===== src/rtl/fetch_queue.sv =====
// Instruction fetch queue: a single-outstanding memory fetch engine feeding a
// first-word-fall-through FIFO of {pc, instr} entries, with redirect/flush.
module fetch_queue #(
   parameter int DATA_W   = 16,
   parameter int ADDR_W   = 16,
   parameter int DEPTH    = 4,
   parameter int PC_STEP  = 2,
   parameter int RESET_PC = 0
) (
   input  logic                     clk,
   input  logic                     rst_n,
   input  logic                     redirect,
   input  logic [ADDR_W-1:0]        redirect_addr,
   output logic                     mem_re,
   output logic [ADDR_W-1:0]        mem_addr,
   input  logic                     mem_ack,
   input  logic [DATA_W-1:0]        mem_data,
   output logic                     out_valid,
   input  logic                     out_ready,
   output logic [DATA_W-1:0]        instr_out,
   output logic [ADDR_W-1:0]        pc_out,
   output logic [$clog2(DEPTH):0]   count
);

   localparam int PW = $clog2(DEPTH);
   localparam int CW = PW + 1;

   typedef enum logic [1:0] {IDLE, REQ, DROP} state_t;

   state_t              state;
   logic [ADDR_W-1:0]   fetch_pc;
   logic [ADDR_W-1:0]   pc_inc;
   logic [PW-1:0]       rd_ptr, wr_ptr;
   logic [CW-1:0]       cnt_q, cnt_next;
   logic                push, pop;

   logic [DATA_W-1:0]   instr_mem [DEPTH];
   logic [ADDR_W-1:0]   pc_mem    [DEPTH];

   assign count     = cnt_q;
   assign out_valid = (cnt_q != '0);
   assign instr_out = out_valid ? instr_mem[rd_ptr] : '0;
   assign pc_out    = out_valid ? pc_mem[rd_ptr]    : '0;

   // Redirect outranks both queue operations; pushes only ever land in a
   // slot that was free when the request was launched.
   assign push     = (state == REQ) && mem_ack && !redirect;
   assign pop      = out_valid && out_ready && !redirect;
   assign cnt_next = cnt_q + CW'(push) - CW'(pop);
   assign pc_inc   = fetch_pc + ADDR_W'(PC_STEP);

   always_ff @(posedge clk) begin
      if (rst_n && push) begin
         instr_mem[wr_ptr] <= mem_data;
         pc_mem[wr_ptr]    <= fetch_pc;
      end
   end

   always_ff @(posedge clk) begin
      if (!rst_n) begin
         state    <= IDLE;
         cnt_q    <= '0;
         rd_ptr   <= '0;
         wr_ptr   <= '0;
         fetch_pc <= ADDR_W'(RESET_PC);
         mem_re   <= 1'b0;
         mem_addr <= ADDR_W'(RESET_PC);
      end else if (redirect) begin
         cnt_q    <= '0;
         rd_ptr   <= '0;
         wr_ptr   <= '0;
         fetch_pc <= redirect_addr;
         // A request still in flight must be drained before issuing the new one.
         if (state != IDLE && !mem_ack) begin
            state <= DROP;
         end else begin
            state    <= REQ;
            mem_re   <= 1'b1;
            mem_addr <= redirect_addr;
         end
      end else begin
         if (push) wr_ptr <= wr_ptr + PW'(1);
         if (pop)  rd_ptr <= rd_ptr + PW'(1);
         cnt_q <= cnt_next;
         case (state)
            IDLE: begin
               if (cnt_q < CW'(DEPTH)) begin
                  state    <= REQ;
                  mem_re   <= 1'b1;
                  mem_addr <= fetch_pc;
               end
            end
            REQ: begin
               if (mem_ack) begin
                  fetch_pc <= pc_inc;
                  if (cnt_next < CW'(DEPTH)) begin
                     mem_addr <= pc_inc;
                  end else begin
                     state  <= IDLE;
                     mem_re <= 1'b0;
                  end
               end
            end
            DROP: begin
               if (mem_ack) begin
                  state    <= REQ;
                  mem_addr <= fetch_pc;
               end
            end
            default: begin
               state  <= IDLE;
               mem_re <= 1'b0;
            end
         endcase
      end
   end

endmodule


===== config.mk =====
export PLATFORM = sky130hd
export DESIGN_NAME = fetch_queue
export DESIGN_NICKNAME = d
export VERILOG_FILES = /design/src/rtl/fetch_queue.sv
export SDC_FILE = /design/constraint.sdc
export NUM_CORES = 1
export LEC_CHECK = 0
export CORE_MARGIN = 2
export CORE_UTILIZATION = 47
export DETAILED_ROUTE_END_ITERATION = 8
export GPL_TIMING_DRIVEN = 0
export PLACE_DENSITY = 0.73
export SKIP_CTS_REPAIR_TIMING = 1
export SLEW_MARGIN = 5
export SYNTH_ARGS = -nofsm -noshare
export SYNTH_HDL_FRONTEND = slang
export SYNTH_SLANG_ARGS = --single-unit

===== constraint.sdc =====
create_clock -name clk -period 9.3 [get_ports clk]
set_input_delay 2.79 -clock clk [delete_from_list [all_inputs] [get_ports clk]]
set_output_delay 2.79 -clock clk [all_outputs]
set_load 0.005 [all_outputs]

==> results.txt, run 1 <==
Status = finished, final reports clean
# port buffers = 88
Max cap viols = 0
Cell mode on critical path = ha_1
# rows = 45
Slowest-stage cell, CP = clkbuf_1
CTS root buf = clkbuf_16
Worst slew pin tran = 1050 ps
Antenna Cells = 0
Crit start category = input port
Synthesized cell area = 7430 um2
Most used DFF post-synth = edfxtp_1
Critical R2R Capture = mem_addr[0]
H-tree levels = 4
Yosys reg bits = 172
Synth Warn # = 0
Cells after synthesis = 502
Worst R2R Path Depth = 10
Clk slew on worst S/H paths = 60 ps
Hold slack = 466 ps
Setup_tns = 0 ps
Fraction of registers with async set/reset = 0%
Fill cells = 1173
PwrDens = 186 nW/um2
Endpoints failing setup = 0
Post-synthesis sequential area ratio = 63.6%
Post-DRT Antenna Nets = 0
Fin crit share = 60.2%
GRT Util Overall = 19.5%
Num CTS Buffers = 17
CTS tree = yes
Fin nets = 654
Final Slew Violations = 0
Die span in x = 130 um
Worst slew margin = 29.3%
Clock Skews = 8.05 ps
HP Start = mem_addr[5]
Largest stage delay, worst path = 440 ps
Initial DRC count = 391
Worst Setup SP = redirect
Core area = 15300 um2
Number of global-route vias before repair = 4781
Via Count = 4682
Leakage = 2.95 nW
Worst min-delay path class = reg2reg
GP Congestion = 0.841
Initial Util = 48.5%
I/O pin total = 90
Kind of critical path = in2reg
Crit. End Element = flip-flop
First-pass GRT wire length = 24600 um
Reg-to-reg setup timing slack = 5690 ps
Worst skew pair latency = 430 ps
Initial antenna violation count = 0
Post-synth EDFFs = 128
Buf+Inv Stages, Crit Path = 4
Worst EP arrival = 5910 ps
Largest net degree at the start of global routing = 33
GRT overflow = 0
CP Data Required Time = 9610 ps
Reg2reg start = count[1]
Post-synth cell types = 62
DP Wirelength = 10200 um
Most frequent cells in the layout = 128 x edfxtp_1, 88 x clkdlybuf4s50_1, 44 x dfxtp_1
Wirelength, routed = 15700 um
Clock Path Buffers = 2
Most common cell after layout, fill and taps aside = edfxtp_1
Avg Cell Area, Syn = 14.8 um2
Clock sink count = 172
First drt pass iteration count = 4
VDD IR max = 140 uV
Final hold violation count = 0
Share of cells above drive strength 1 = 14.8%
Syn nets = 547
Die boundary height = 130 um
Vias per cell = 5.62
Crit-path cells = buf_6 -> clkbuf_1 -> buf_2 -> nor3b_1 -> ha_1 -> inv_1 -> ha_1 -> fa_1 -> xnor3_1 -> o211ai_2 -> nand2_4 -> mux2_4
Routed wire per std cell = 18.9 um
Fmax = 0.179 GHz
DRC Markers = 0
Critical path peak fanout = 10
CP top delay family = buffers and inverters
Fin crit period = 5600 ps
Hold depth = 2
Hold path endpoint = mem_addr[5]
End-of-flow core utilization = 59.7%
RSZ-0062 raised after global routing = false
Die ar. = 16800 um2
Area growth syn-to-layout = 23.0%
[where the power goes]
part | switching, W | internal, W | total, W | leakage [nW]
logic | 0.0000767 | 0.0000809 | 0.000158 | 1.16
registers | 0.0000223 | 0.000847 | 0.000869 | 1.53
clock network | 0.000280 | 0.000393 | 0.000672 | 0.267
total | 0.000379 | 0.00132 | 0.00170 | 2.95
[Yosys cell counts, drive strengths merged (4+ instances only)]
cell type / count / area share (%)
edfxtp: 128 / 52
dfxtp: 44 / 12
nor2b: 33 / 2.8
mux4: 32 / 9.7
nand2: 24 / 1.3
nor2: 19 / 0.96
clkbuf: 18 / 0.91
a21oi: 15 / 1.0
o21ai: 15 / 1.0
xnor2: 15 / 1.8
inv: 12 / 0.61
mux2i: 12 / 1.6
nor4: 12 / 1.5
buf: 10 / 0.77
nand3: 8 / 0.54
ha: 7 / 1.2
nand2b: 7 / 0.59
and2: 6 / 0.51
nor3: 6 / 0.40
o31ai: 6 / 0.61
a311oi: 5 / 0.67
o21a: 5 / 0.51
or2: 5 / 0.42
o211ai: 4 / 0.47
or3: 4 / 0.34
[worst reg2reg max path: stages, from the launching register on]
cell,delay (ps)
dfxtp_1,360
nor3_1,870
nor3b_1,180
ha_1,330
inv_1,40
ha_1,180
fa_1,410
xnor3_1,240
o211ai_2,370
nand2_4,180
mux2_4,340
[cells by family after synthesis]
logic type	after synthesis	synth area share (%)
flops	172	63.6
simple gates	140	11.1
compound gates	75	7.14
mux	47	11.8
buf+inv	42	2.39
xor+xnor	18	2.51
fa+ha+maj	8	1.45
[flip-flops by register name, summed over array words and instances (netlist names), named ones only]
name	count
count	3
fetch_pc	16
instr_mem	64
mem_addr	16
mem_re	1
pc_mem	64
rd_ptr	2
state	2
wr_ptr	2
[metal layers]
metal  part of all wire, %  global-route usage [%]  up-vias
met1                    45                    26.0     2330
met3                   5.9                    4.35       29
li1                      -                       -     2146
met2                    47                    31.1      177
met4                   2.1                    8.67        0
met5                     0                       0        -
[layout make-up]
cell class / count / area [um2] / share of cell area (%)
timing repair buffer: 88 / 881 / 9.63
multi-input combinational: 288 / 2540 / 27.7
clock inverter: 12 / 123 / 1.34
clock buffer: 20 / 437 / 4.78
buffer: 28 / 125 / 1.37
inverter: 14 / 52.6 / 0.575
sequential: 172 / 4720 / 51.7
tap: 211 / 264 / 2.89
[how the worst max path moves through the flow]
stage	to	cells after the start	slack [ps]
after floorplan	mem_addr[0]	12	3850
after global placement	mem_addr[0]	12	3290
after detailed placement	mem_addr[0]	12	3260
after CTS	instr_out[14]	4	3650
after global routing	instr_out[14]	4	3550
final	mem_addr[0]	12	3700
[per-stage QoR]
stage	std cells	area (um2)	total power, W	setup slack [ps]
after global routing	833	9140	0.00175	3550
after CTS	833	9140	0.00171	3650
after floorplan	502	7430	0.000963	3850
final	833	9140	0.00170	3700
after detailed placement	801	8580	0.00104	3260
after global placement	801	8580	0.00104	3290
Power figures use the tool's default switching activity.
==> run 2: changes to the inputs <==
clock period = 5.45 ns   (was 9.3 ns; I/O delays follow)
==> results of run 2 <==
Same layout as run 1 (identical final DEF). Status: finished, final reports clean.
Among the figures that moved: setup slack after placement 3260 ps -> 566 ps; setup slack after layout 3700 ps -> 1010 ps; register-to-register setup slack 5690 ps -> 1840 ps; total power 0.00170 W -> 0.00290 W; worst IR drop on VDD 140 uV -> 238 uV
==> run 3: changes to the inputs <==
PLACE_DENSITY = 0.76   (was 0.73)
clock period = 3.74 ns   (was 5.45 ns; I/O delays follow)
==> results.txt, run 3 (synthesized netlist as in run 1, its figures left out) <==
Status = finished, final reports clean
GRT overflow = 0
DP Cell Count = 801
Fin crit period = 3620 ps
GP Congestion = 0.860
End-of-flow core utilization = 60.1%
Share of cells above drive strength 1 = 16.1%
Routed wire per std cell = 19.3 um
Reg-to-reg setup timing slack = 320 ps
Fin nets = 654
Registers with the most flip-flops = instr_mem (64), pc_mem (64)
Antenna Cells = 0
Clock Path Buffers = 2
Core area = 15300 um2
Design area = 9200 um2
Worst min-delay path class = reg2reg
CTS tree = yes
Initial DRC count = 434
Crit start category = flip-flop
Cell Int Power = 0.00329 W
Endpoints failing setup = 0
RSZ-0062 raised after global routing = true
Most frequent cells in the layout = 128 x edfxtp_1, 88 x clkdlybuf4s50_1, 44 x dfxtp_1
Die ar. = 16800 um2
VDD IR max = 350 uV
Fin crit share = 96.8%
Max cap viols = 0
Post-DP Area = 8590 um2
Sw Ratio = 22.6%
Clock power frac = 39.9%
Initial Util = 48.5%
Critical path peak fanout = 10
Clock Skews = 8.03 ps
Largest net degree at the start of global routing = 33
Final hold violation count = 0
First drt pass iteration count = 5
First-pass GRT wire length = 25100 um
DP Wirelength = 10800 um
CP Data Required Time = 2620 ps
CTS root buf = clkbuf_16
NetSw = 0.000960 W
Wirelength, routed = 16100 um
Num CTS Buffers = 17
Fill cells = 1155
Die span in x = 130 um
Final Slew Violations = 0
GRT Util Overall = 20.0%
Worst slew pin tran = 863 ps
Die boundary height = 130 um
Post-DRT Antenna Nets = 0
Worst slew margin = 42.4%
Flop pwr share = 50.8%
Area growth syn-to-layout = 23.8%
Register area = 4720 um2
H-tree levels = 4
Combinational power share = 9.3%
# rows = 45
Number of global-route vias before repair = 4771
Most common cell after layout, fill and taps aside = edfxtp_1
I/O pin total = 90
PwrDens = 462 nW/um2
Initial antenna violation count = 0
Clock sink count = 172
Crit. End Element = primary output
Fmax = 0.276 GHz
Clk slew on worst S/H paths = 60 ps
Kind of critical path = reg2out
Leakage = 2.96 nW
DRC Markers = 0
Multi-input gate area = 2560 um2
Worst EP arrival = 2500 ps
Vias per cell = 5.62
# port buffers = 88
Worst skew pair latency = 430 ps
Post-Layout Cell Count = 833
Via Count = 4679
==> run 3: power groups by stage <==
stage / clock, W / sequential, W / combinational [W]
after floorplan: 0 / 0.00218 / 0.000214
after global placement: 0 / 0.00219 / 0.000382
after detailed placement: 0 / 0.00220 / 0.000391
after CTS: 0.00172 / 0.00216 / 0.000394
after global routing: 0.00179 / 0.00217 / 0.000429
final: 0.00169 / 0.00216 / 0.000395
==> run 3: per-layer routing <==
metal,vias to the layer above,wire (um),track usage [%]
li1,2145,-,-
met1,2303,6820,26.6
met2,210,7840,32.5
met3,21,1170,4.72
met4,0,269,7.40
met5,-,0,0
==> run 3: per-stage QoR <==
| step | power, W | hold WS [ps] | setup WS [ps] | TNS (ps) |
|---|---|---|---|---|
| after floorplan | 0.00240 | 454 | 51.9 | 0 |
| after global placement | 0.00258 | 453 | -325 | -40680 |
| after detailed placement | 0.00259 | 456 | -380 | -4400 |
| after CTS | 0.00427 | 471 | -238 | -5080 |
| after global routing | 0.00439 | 494 | -28.5 | -79.5 |
| final | 0.00425 | 466 | 121 | 0 |
==> run 3: area by class of cell <==
class                           count  area share [%]
Clock inverter                     14            1.56
Clock buffer                       18            4.66
Inverter                           14           0.571
Sequential cell                   172            51.3
Timing Repair Buffer               88            9.57
Buffer                             28            1.55
Tap cell                          211            2.87
Multi-Input combinational cell    288            27.9
==> run 3: worst paths after layout <==
kind	depth (start not counted)	start	endpoint
worst min register to register	2	mem_addr[7]	mem_addr[7]
worst max-delay path	5	flip-flop	instr_out[1]
worst max register to register	11	state[0]	mem_addr[12]
worst min-delay path	2	mem_addr[7]	mem_addr[7]
==> run 3: critical path: stages, from the launching register on <==
cell,delay [ps]
dfxtp_1,310
clkbuf_1,300
buf_4,320
mux4_2,530
nor2b_1,150
clkdlybuf4s50_1,470
==> patch 1, RTL diff (settings of run 1) <==
Change the parameter `DATA_W` from 16 to 14.
--- a/src/rtl/fetch_queue.sv
+++ b/src/rtl/fetch_queue.sv
@@ -2,5 +2,5 @@
 // first-word-fall-through FIFO of {pc, instr} entries, with redirect/flush.
 module fetch_queue #(
-   parameter int DATA_W   = 16,
+   parameter int DATA_W   = 14,
    parameter int ADDR_W   = 16,
    parameter int DEPTH    = 4,
Ports: changed (resized instr_out and mem_data); port bits go from 90 to 86. The function was not compared with the original's and may differ.
==> patch 1 against run 1 <==
Clock skew decreased by 0.00077 ns. Count of clock-buffer cells in the layout is 2 higher. Synthesized area shrank 5.7%. Sequential cell count down 8. Largest cell class unchanged. Worst setup slack worse by 0.76 ns. Cell area down 4.9%. Sequential share of layout area shrank 0.078 points. Synthesized cell count shrank 5.2%. Largest power group unchanged. Total power decreased by 2.4%. Routed wire length shrank 9.2%. Hold slack got worse by 0.0045 ns.
==> patch 1: results (changes against run 1) <==
outcome: completed
dpl cells: 743 (-7.2%)
CTS Root Cell: clkbuf_16
worst skew pair latency: 0.42 ns
Hold WC Path Type: reg -> reg
Worst-path clk slew: 0.06 ns (about the same)
worst reg2reg path depth: 13 (+3)
Post-Syn Nets: 519 (-5.1%)
GRT Overall Usage: 0.189 (-0.00616)
CTS H-tree lvls: 4 (unchanged)
Port Buffers: 83 (-5.7%)
Vias: 4310 (-7.9%)
# diodes: 0 (unchanged)
TritonCTS buffer count: 17 (unchanged)
initial antenna violation count: 0 (unchanged)
DP Wirelength: 9.54 mm (-6.8%)
Syn Inst Count: 476 (-5.2%)
hold depth: 2 (unchanged)
Top Registers: pc_mem: 64 flops, instr_mem: 56 flops
Post-synth EDFFs: 120 (-6.3%)
peak supply drop: 0.140 mV (+0.38%)
router iterations before antenna repair: 4 (unchanged)
critical path arrival: 6.69 ns (+0.78 ns)
CTS max path bufs: 2 (unchanged)
Critical Path Fanout Max: 10 (unchanged)
clk_skew: 0.00728 ns (-0.000766 ns)
Setup WS pre-CTS: 2.54 ns (-0.722 ns)
register area share after synthesis: 0.640 (+0.00442)
Total Wirelength: 14.3 mm (-9.2%)
asr flop ratio synth: 0 (unchanged)
layout cells sized above 1: 0.157 (+0.00945)
Synth cell types: 57 (-8.1%)
number of global-route vias before repair: 4632 (-3.1%)
Sw Pwr: 0.000338 W (-11%)
pin count of the biggest net entering global routing: 31 (-6.1%)
DR iter-0 viols: 450 (+15%)
Via density: 5.56 (-1.1%)
Worst slew margin: 0.452 (+0.159)
dpl cell area: 8070 um2 (-5.9%)
nets: 621 (-5.0%)
RD Place Congestion: 0.842 (+0.12%)
first-pass GRT wire length: 23.3 mm (-5.2%)
Leak: 2.89 nW (-2.0%)
top cells by count, synth: edfxtp_1, dfxtp_1, nor2b_1
YS warnings: 0 (unchanged)
top cells by area, synth: edfxtp_1, dfxtp_1, mux4_2
-- patch 1: worst max-delay path, stage by stage --
cell and delay, ns:
clkdlybuf4s50_1 0.51, inv_2 0.18, clkbuf_1 0.42, buf_1 0.47, nand2_1 0.12, ha_1 0.31
inv_1 0.04, ha_1 0.18, fa_1 0.37, xnor2_1 0.26, nor3b_2 0.30, a211o_1 0.15
buf_6 0.14, buf_2 0.23, nand3_1 0.12, o31ai_2 0.09
-- patch 1: cell families after synthesis --
family	synth area share
fa+ha+maj	0.0154
flops	0.640
xor+xnor	0.0387
mux	0.101
compound gates	0.0616
buf+inv	0.0314
simple gates	0.112
-- patch 1: routing by layer --
layer	share of wire	global-route usage	vias to the layer above	wire length (um)
met5	0	0	-	0
met4	0.020	0.0711	0	286
met3	0.059	0.0467	29	842
met2	0.48	0.307	176	6820
met1	0.44	0.249	2099	6340
li1	-	-	2006	-
-- patch 1: layout make-up --
class                   instances  area [um2]
fillers                      1179        5840
flip-flops and latches        164        4480
multi-input cells             272        2310
repair buffers                 83         831
clock buffers                  22         464
well taps                     184         230
plain buffers                  29         179
clock inverters                10         154
inverters                      11        41.3
-- patch 1: worst paths after layout --
kind / from / to / slack [ns]
hold / removal: mem_addr[1] / mem_addr[1] / 0.46
setup / recovery: redirect / mem_addr[11] / 2.94
setup reg to reg: count[2] / mem_addr[11] / 5.73
hold reg to reg: mem_addr[1] / mem_addr[1] / 0.46
-- patch 1: power by group through the flow --
stage / clock, W / combinational (W) / sequential, W
after detailed placement: 0 / 0.000112 / 0.000833
after CTS: 0.000736 / 0.000113 / 0.000819
final: 0.000727 / 0.000113 / 0.000819
after global routing: 0.000768 / 0.000123 / 0.000821
after global placement: 0 / 0.000109 / 0.000832
after floorplan: 0 / 0.0000583 / 0.000829
==> patch 2, RTL diff (flow settings as in run 1) <==
Without the edit above. Put one more register stage on the output `count`, without a reset. The value now appears one clock later. The other outputs are not delayed to match.
--- a/src/rtl/fetch_queue.sv
+++ b/src/rtl/fetch_queue.sv
@@ -38,5 +38,7 @@
    logic [ADDR_W-1:0]   pc_mem    [DEPTH];
 
-   assign count     = cnt_q;
+   always_ff @(posedge clk) begin
+      count <= cnt_q;
+   end
    assign out_valid = (cnt_q != '0);
    assign instr_out = out_valid ? instr_mem[rd_ptr] : '0;
Formal check against the unedited RTL: not equivalent (Yosys sat finds a counterexample within 4 cycles, from zero or initial values and one cycle with rst_n low).
==> patch 2 against run 1 <==
Count of clock-buffer cells in the layout down 1. Routed wire length fell by 3.4%. Sequential cell count up 3. Cell area grew 1.1%. Synthesized area is 0.20% higher. Largest cell class unchanged. Critical path type unchanged. Total power shrank 2.3%. Worst setup slack lost 0.23 ns.
==> patch 2: results (changes against run 1) <==
Port Buffers: 89 (+1.1%)
critical path arrival: 6.14 ns (+0.23 ns)
fin area: 9240 um2 (+1.1%)
Synth cell types: 52 (-16%)
dpl cell area: 8700 um2 (+1.3%)
Synth Area per Inst: 14.5 um2 (-2.1%)
Layout non-clock buf frac: 0.123 (+0.0128)
FF+latch count: 175 (+1.7%)
FP Rows: 46 (+2.2%)
Top delay family on crit path: compound AO/OA/AOI/OAI gates
DP Wirelength: 10.5 mm (+2.4%)
first-pass GRT wire length: 24.5 mm (-0.37%)
GRT Overall Usage: 0.193 (-0.00270)
top cells by area, synth: edfxtp_1, dfxtp_1, mux4_2
Cell Count, Final, Fillers Out: 854 (+2.5%)
multiplexer area fraction after synthesis: 0.0994 (-0.0187)
Vias: 4569 (-2.4%)
adder-cell share of the synthesized area: 0.0144 (-0.0000292)
peak supply drop: 0.128 mV (-8.4%)
fraction of area in registers: 0.518 (+0.000902)
router iterations before antenna repair: 5 (+1)
xor/xnor share of the synthesized area: 0.0396 (+0.0146)
clk_skew: 0.00665 ns (-0.00140 ns)
Compound-Gate Fraction of Synth Area: 0.0667 (-0.00468)
outcome: completed
pin count of the biggest net entering global routing: 33 (unchanged)
fraction of area in multi-input gates: 0.268 (-0.00977)
Post-Syn Nets: 559 (+2.2%)
nets: 670 (+2.4%)
count of multi-input gates: 297 (+3.1%)
DR iter-0 viols: 362 (-7.4%)
MaxCap Viol Count: 0 (unchanged)
worst-margin pin slew: 1.13 ns (+0.0756 ns)
filler cell count: 1214 (+3.5%)
ClkCell Share: 0.0590 (-0.00215)
Leak: 3.06 nW (+3.5%)
Internal: 0.00129 W (-2.1%)
Non-CTS inverters: 9 (-5)
number of global-route vias before repair: 4766 (-0.31%)
top cells by count, synth: edfxtp_1, dfxtp_1, nand2_1
Seq. pwr: 0.000872 W (about the same)
layout cells sized above 1: 0.163 (+0.0151)
register area share after synthesis: 0.642 (+0.00678)
## patch 2: cell types whose count changed after synthesis, sizes merged, moves of 6 or more
cell           run 1  this run
a21oi             15        21
nor2              19        25
buf               10        17
o211ai             4        11
mux2i             12         2
o31ai              6         0
xor2               1        15
nor4              12         3
nand2             24        36
o221a              0         8
## patch 2: logic make-up (layout without fill, tap and decap cells)
kind of cell,Yosys count,after routing
compound gates,70,70
flops,175,175
xor+xnor,32,32
fa+ha+maj,8,8
mux,34,34
buf+inv,42,166
simple gates,153,153
## patch 2: metal layers
metal,vias to the layer above,track usage,share of wire
met2,167,0.330,0.49
li1,2147,-,-
met4,0,0.0734,0.012
met1,2236,0.248,0.44
met3,19,0.0320,0.050
met5,-,0,0
## patch 2: final timing paths
kind,slack (ns),startpoint,end,cells after the start
worst max-delay path,3.47,redirect,mem_addr[11],13
worst min register to register,0.37,cnt_q[1],count[1],0
worst min-delay path,0.37,cnt_q[1],count[1],0
worst max register to register,5.30,cnt_q[2],mem_addr[11],11
